--- config.mk ---
export PLATFORM = sky130hd
export DESIGN_NAME = ref_sched
export DESIGN_NICKNAME = d
export VERILOG_FILES = /design/src/rtl/ref_pkg.sv /design/src/rtl/ref_prescaler.sv /design/src/rtl/ref_sched.sv
export SDC_FILE = /design/constraint.sdc
export NUM_CORES = 1
export LEC_CHECK = 0
export ABC_AREA = 1
export BUFFER_PORTS_ARGS = -buffer_cell sky130_fd_sc_hd__buf_4
export CAP_MARGIN = 20
export CORE_ASPECT_RATIO = 0.5
export CORE_MARGIN = 10
export CORE_UTILIZATION = 30
export DETAILED_ROUTE_END_ITERATION = 6
export PLACE_DENSITY = 0.5
export REMOVE_ABC_BUFFERS = 1
export SLEW_MARGIN = 20
export SYNTH_ARGS = -nofsm -noshare
export SYNTH_HDL_FRONTEND = slang
export SYNTH_SLANG_ARGS = --single-unit
--- constraint.sdc ---
create_clock -name CLK -period 4 [get_ports CLK]
set_input_delay 0.4 -clock CLK [delete_from_list [all_inputs] [get_ports CLK]]
set_output_delay 0.4 -clock CLK [all_outputs]
set_load 0.005 [all_outputs]
--- src/rtl/ref_pkg.sv ---
// Shared constants and widths for the DRAM refresh scheduler.
package ref_pkg;

  localparam int REF_PERIOD_DEF = 390;
  localparam int MAX_OWED_DEF   = 4;
  localparam int URG_OWED_DEF   = 2;
  localparam int URG_AGE_DEF    = 256;
  localparam int GAP_DEF        = 4;

  localparam int PCNT_W = 12;
  localparam int AGE_W  = 10;
  localparam int OWED_W = 3;
  localparam int GAP_W  = 3;

endpackage

--- src/rtl/ref_prescaler.sv ---
// Refresh slot timer: down-counter that pulses tick for one cycle at zero and reloads.
module ref_prescaler
  import ref_pkg::*;
#(
  parameter int PERIOD = REF_PERIOD_DEF
) (
  input  logic clk,
  input  logic rst,
  input  logic en,
  output logic tick
);

  localparam logic [PCNT_W-1:0] RELOAD = PCNT_W'(PERIOD - 1);

  logic [PCNT_W-1:0] pcnt;

  // Disabled counts as held at reload so the first slot after enable is a full period.
  always_ff @(posedge clk) begin
    if (rst || !en) begin
      pcnt <= RELOAD;
    end else if (pcnt == '0) begin
      pcnt <= RELOAD;
    end else begin
      pcnt <= pcnt - PCNT_W'(1);
    end
  end

  assign tick = en && (pcnt == '0);

endmodule

--- src/rtl/ref_sched.sv ---
// Refresh scheduler: tracks owed refreshes, ages pending requests, escalates to urgent,
// and holds both request outputs low for a fixed gap after every controller ack.
module ref_sched
  import ref_pkg::*;
#(
  parameter int REF_PERIOD = REF_PERIOD_DEF,
  parameter int MAX_OWED   = MAX_OWED_DEF,
  parameter int URG_OWED   = URG_OWED_DEF,
  parameter int URG_AGE    = URG_AGE_DEF,
  parameter int GAP        = GAP_DEF
) (
  input  logic              CLK,
  input  logic              RST,
  input  logic              RefEn,
  input  logic              RefAck,
  output logic              RefReq,
  output logic              RefUrg,
  output logic [OWED_W-1:0] Owed,
  output logic              Overrun
);

  localparam logic [OWED_W-1:0] MAX_O = OWED_W'(MAX_OWED);
  localparam logic [OWED_W-1:0] URG_O = OWED_W'(URG_OWED);
  localparam logic [AGE_W-1:0]  URG_A = AGE_W'(URG_AGE);
  localparam logic [GAP_W-1:0]  GAP_L = GAP_W'(GAP);

  logic              tick;
  logic [OWED_W-1:0] owed;
  logic [AGE_W-1:0]  age;
  logic [GAP_W-1:0]  gap_cnt;
  logic              overrun;

  ref_prescaler #(.PERIOD(REF_PERIOD)) u_pre (
    .clk  (CLK),
    .rst  (RST),
    .en   (RefEn),
    .tick (tick)
  );

  always_ff @(posedge CLK) begin
    if (RST) begin
      owed    <= '0;
      age     <= '0;
      gap_cnt <= '0;
      overrun <= 1'b0;
    end else if (!RefEn) begin
      owed    <= '0;
      age     <= '0;
      gap_cnt <= '0;
    end else begin
      // A slot arriving in the same cycle as an ack cancels out.
      if (tick && !RefAck) begin
        if (owed == MAX_O) overrun <= 1'b1;
        else               owed    <= owed + OWED_W'(1);
      end else if (RefAck && !tick && (owed != '0)) begin
        owed <= owed - OWED_W'(1);
      end

      if (RefAck || (owed == '0)) age <= '0;
      else if (age < URG_A)       age <= age + AGE_W'(1);

      if (RefAck)                gap_cnt <= GAP_L;
      else if (gap_cnt != '0)    gap_cnt <= gap_cnt - GAP_W'(1);
    end
  end

  // Registered-state decode only, so RefAck never reaches the outputs combinationally.
  assign RefReq  = (owed != '0) && (gap_cnt == '0);
  assign RefUrg  = RefReq && ((owed >= URG_O) || (age >= URG_A));
  assign Owed    = owed;
  assign Overrun = overrun;

endmodule

==> metrics.csv <==
stage;metric;value;unit
clock_network;cts_setup_buffers;0;
sta;slew_headroom;74.6;%
sta;slew_violations;0;
power;p_sw_share;21.8;%
clock_network;path_clk_slew;60;ps
detailed_routing;drt_first_pass_iters;4;
critical_path;start_kind;register;
clock_network;cts_resized;0;
power;total_power;0.529;mW
detailed_routing;drc;0;
die;fp.coreArea;0.00455;mm²
yosys;synth-xor-area-share;1.20;%
detailed_routing;wl_per_cell;9.48;µm
yosys;netlist_area;0.00146;mm²
yosys;yosys_most_used_dff;dfxtp_1;
critical_path;cpPeakStageDelay;310;ps
critical_path;required;3600;ps
yosys;synth_commonest_cells;32 x inv_1, 30 x nand2_1, 29 x dfxtp_1;
die;fp.dieArea;0.00822;mm²
clock_network;cts.path.max_buffers;2;
sta;final.min_clock_period;1860;ps
yosys;yosys.area_share.simple;30.1;%
yosys;synth_most_common_cell;inv_1;
power;p_per_area;314;mW/mm²
detailed_routing;drtAntennaViolNets;0;
critical_path;rrSetupSlack;2280;ps
sta;max_freq;537;MHz
placement;place_hpwl;2.15;mm
power;pwr-share-seq;55.4;%
power;p_clk_share;40.2;%
sta;setup_viol_count_final;0;
sta;hold_violations;0;
critical_path;worstPathMaxFanout;6;
yosys;avgSynthCellArea;7.33;µm²
sta;rsz0062_at_grt;false;
grt;grtUsageTotal;6.81;%
yosys;synth_cells;199;
critical_path;crit_chain;inv_1 > ha_1 > inv_1 > nor2_1 > inv_1 > a311oi_1 > buf_4;
sta;finClkSkew;3.86;ps
layout;n_antenna_cell;0;
hold_path;hold_depth;2;
critical_path;r2r-end;Owed[2]$_SDFFE_PP0P_;
clock_network;cts_buffers;5;
clock_network;clock_sinks;29;
layout;nets;225;
detailed_routing;drt_iter0_markers;30;
yosys;yosys_register_bits;29;
yosys;synthMuxAreaShare;0;%
critical_path;criticalPathCategory;reg2out;
sta;setup-tns-final;0;ps
grt;grt_max_degree;9;
die;die_w;119;µm
yosys;synth_top_family_by_area;simple AND/OR/NAND/NOR gates;
grt;grt_pass1_vias;1112;
grt;grt-ovfl-total;0;
power;p_switching;0.115;mW
yosys;synthArstFlopShare;0;%
clock_network;clkLatencyLatePin;270;ps
critical_path;cp-end-kind;primary output;
hold_path;min-delay-start;RST;
die;rows;17;
yosys;ys_seq_area_share;39.8;%
yosys;synth_area_leader_cell;dfxtp_1;
detailed_routing;vias;1185;
yosys;synth-edff-count;0;
yosys;yosys-top-cells-area;dfxtp_1 40%, inv_1 8.2%, nand2_1 7.7%;
grt;antenna_found_initial;0;
critical_path;cp_slowest_cell;dfxtp_1;
power;p_leak;0.654;nW
die;die_h;69.3;µm
yosys;synthDistinctLibCells;23;
detailed_routing;routed_wl;2.65;mm
detailed_routing;avgViaCountPerCell;4.23;
clock_network;tritoncts;yes;
grt;grt_first_pass_wirelength;4.77;mm
job;drv_cap;0;
die;ios;10;
critical_path;critPathMostFrequentCell;inv_1;
sta;tightest_slew;379;ps
yosys;synth_fa_ha_area_share;5.15;%
clock_network;root_buffer;clkbuf_8;
clock_network;holdBufCountCts;0;
layout;area_growth_syn_to_layout;15.4;%
clock_network;cts_max_level;2;
power;ir_worst_vdd;0.125;mV
critical_path;reg2regPathDepth;15;
yosys;yosysWarningCount;0;
power;p_comb_share;4.4;%
placement;port_buffers;9;
critical_path;reg2reg_from;u_pre.pcnt[0]$_SDFF_PP1_;
critical_path;worstPathArrival;1460;ps
yosys;yosys.area.top_type_share;39.8;%
sta;finalCritPeriodShare;46.5;%
yosys;synth-compound-area-share;13.7;%
hold_path;hold_path.class;in2reg;
hold_path;holdPathEnd;Overrun$_SDFFE_PP0P_;
placement;place.gp.congestion;0.732;
layout;drive_gt1_share;18.7;%
power;p_int;0.414;mW
run_status;outcome;finished clean;
die;start_util;32.1;%
power by group through the flow:
stage               logic (mW)  clock network [mW]  registers (mW)
finish                  0.0232               0.213           0.293
global route            0.0270               0.235           0.293
CTS                     0.0237               0.222           0.293
detailed placement      0.0237                   0           0.299
global placement        0.0233                   0           0.299
floorplan               0.0159                   0           0.299
layout by cell type (no fill, tap or decap):
cell      count
o21ai_2       1
o21ai_1       9
nor2_2        3
nor3b_2       1
inv_2         7
nand2_2       3
nand3_2       1
xor2_1        1
ha_1          6
nor3_2        1
nand4_1       4
clkinv_2      1
a311oi_1      1
dfxtp_1      29
o31ai_1       1
o21ai_0       5
buf_4         9
xnor2_1       1
a21oi_1      21
clkbuf_8      5
nand3_1      10
nor2_4        8
inv_1        32
nor3_1        1
nor2_1       23
nand2_1      30
cells by family after synthesis:
logic type,Yosys count
AND/OR/NAND/NOR,85
buffers and inverters,39
AO/OA/AOI/OAI,38
flip-flops,29
adder cells (fa/ha/maj),6
XOR/XNOR,2
metrics by stage:
stage / worst slack [ps] / hold WS (ps) / area, µm² / utilization, % / cells
floorplan: 2430 / 379 / 1460 / - / 199
global placement: 2340 / 393 / 1610 / 35.3 / 274
detailed placement: 2290 / 396 / 1610 / 35.3 / 274
CTS: 2080 / 306 / 1680 / 37.0 / 280
global route: 1930 / 311 / 1680 / 37.0 / 280
finish: 2140 / 313 / 1680 / 37.0 / 280
sequential cells by signal, indices dropped and copies added (netlist names):
register / count
Overrun: 1
Owed: 3
age: 10
gap_cnt: 3
u_pre.pcnt: 12
per-layer routing:
layer	GRT usage (%)	up-vias	share of wire (%)
met5	0	-	0
met4	2.80	0	0.83
met3	2.43	2	3.2
met2	10.6	9	46
met1	8.29	513	50
li1	-	661	-
final cells by class:
class | count | area [µm²]
clock buffer | 5 | 68.8
clock inverter | 1 | 5.00
fill | 492 | 2870
inverter | 39 | 146
multi-input combinational | 131 | 732
sequential | 29 | 581
tap | 66 | 82.6
timing repair buffer | 9 | 67.6
how the worst max path moves through the flow:
stage	end	cells after the start	slack, ps	startpoint
after floorplan	Owed[2]$_SDFFE_PP0P_	16	2430	u_pre.pcnt[0]$_SDFF_PP1_
after global placement	Owed[2]$_SDFFE_PP0P_	16	2340	u_pre.pcnt[0]$_SDFF_PP1_
after detailed placement	Owed[2]$_SDFFE_PP0P_	16	2290	u_pre.pcnt[0]$_SDFF_PP1_
after CTS	RefUrg	7	2080	gap_cnt[0]$_SDFFE_PP0N_
after global routing	RefUrg	7	1930	gap_cnt[0]$_SDFFE_PP0N_
final	RefUrg	7	2140	gap_cnt[0]$_SDFFE_PP0N_
critical path: cells and delay by family, from the launching register on:
family	cells	cell delay [ps]
adder cells (fa/ha/maj)	1	160
AND/OR/NAND/NOR	1	70
buffers and inverters	4	380
flip-flops	1	310
AO/OA/AOI/OAI	1	270
No activity file was read; power rests on OpenSTA's default activity.
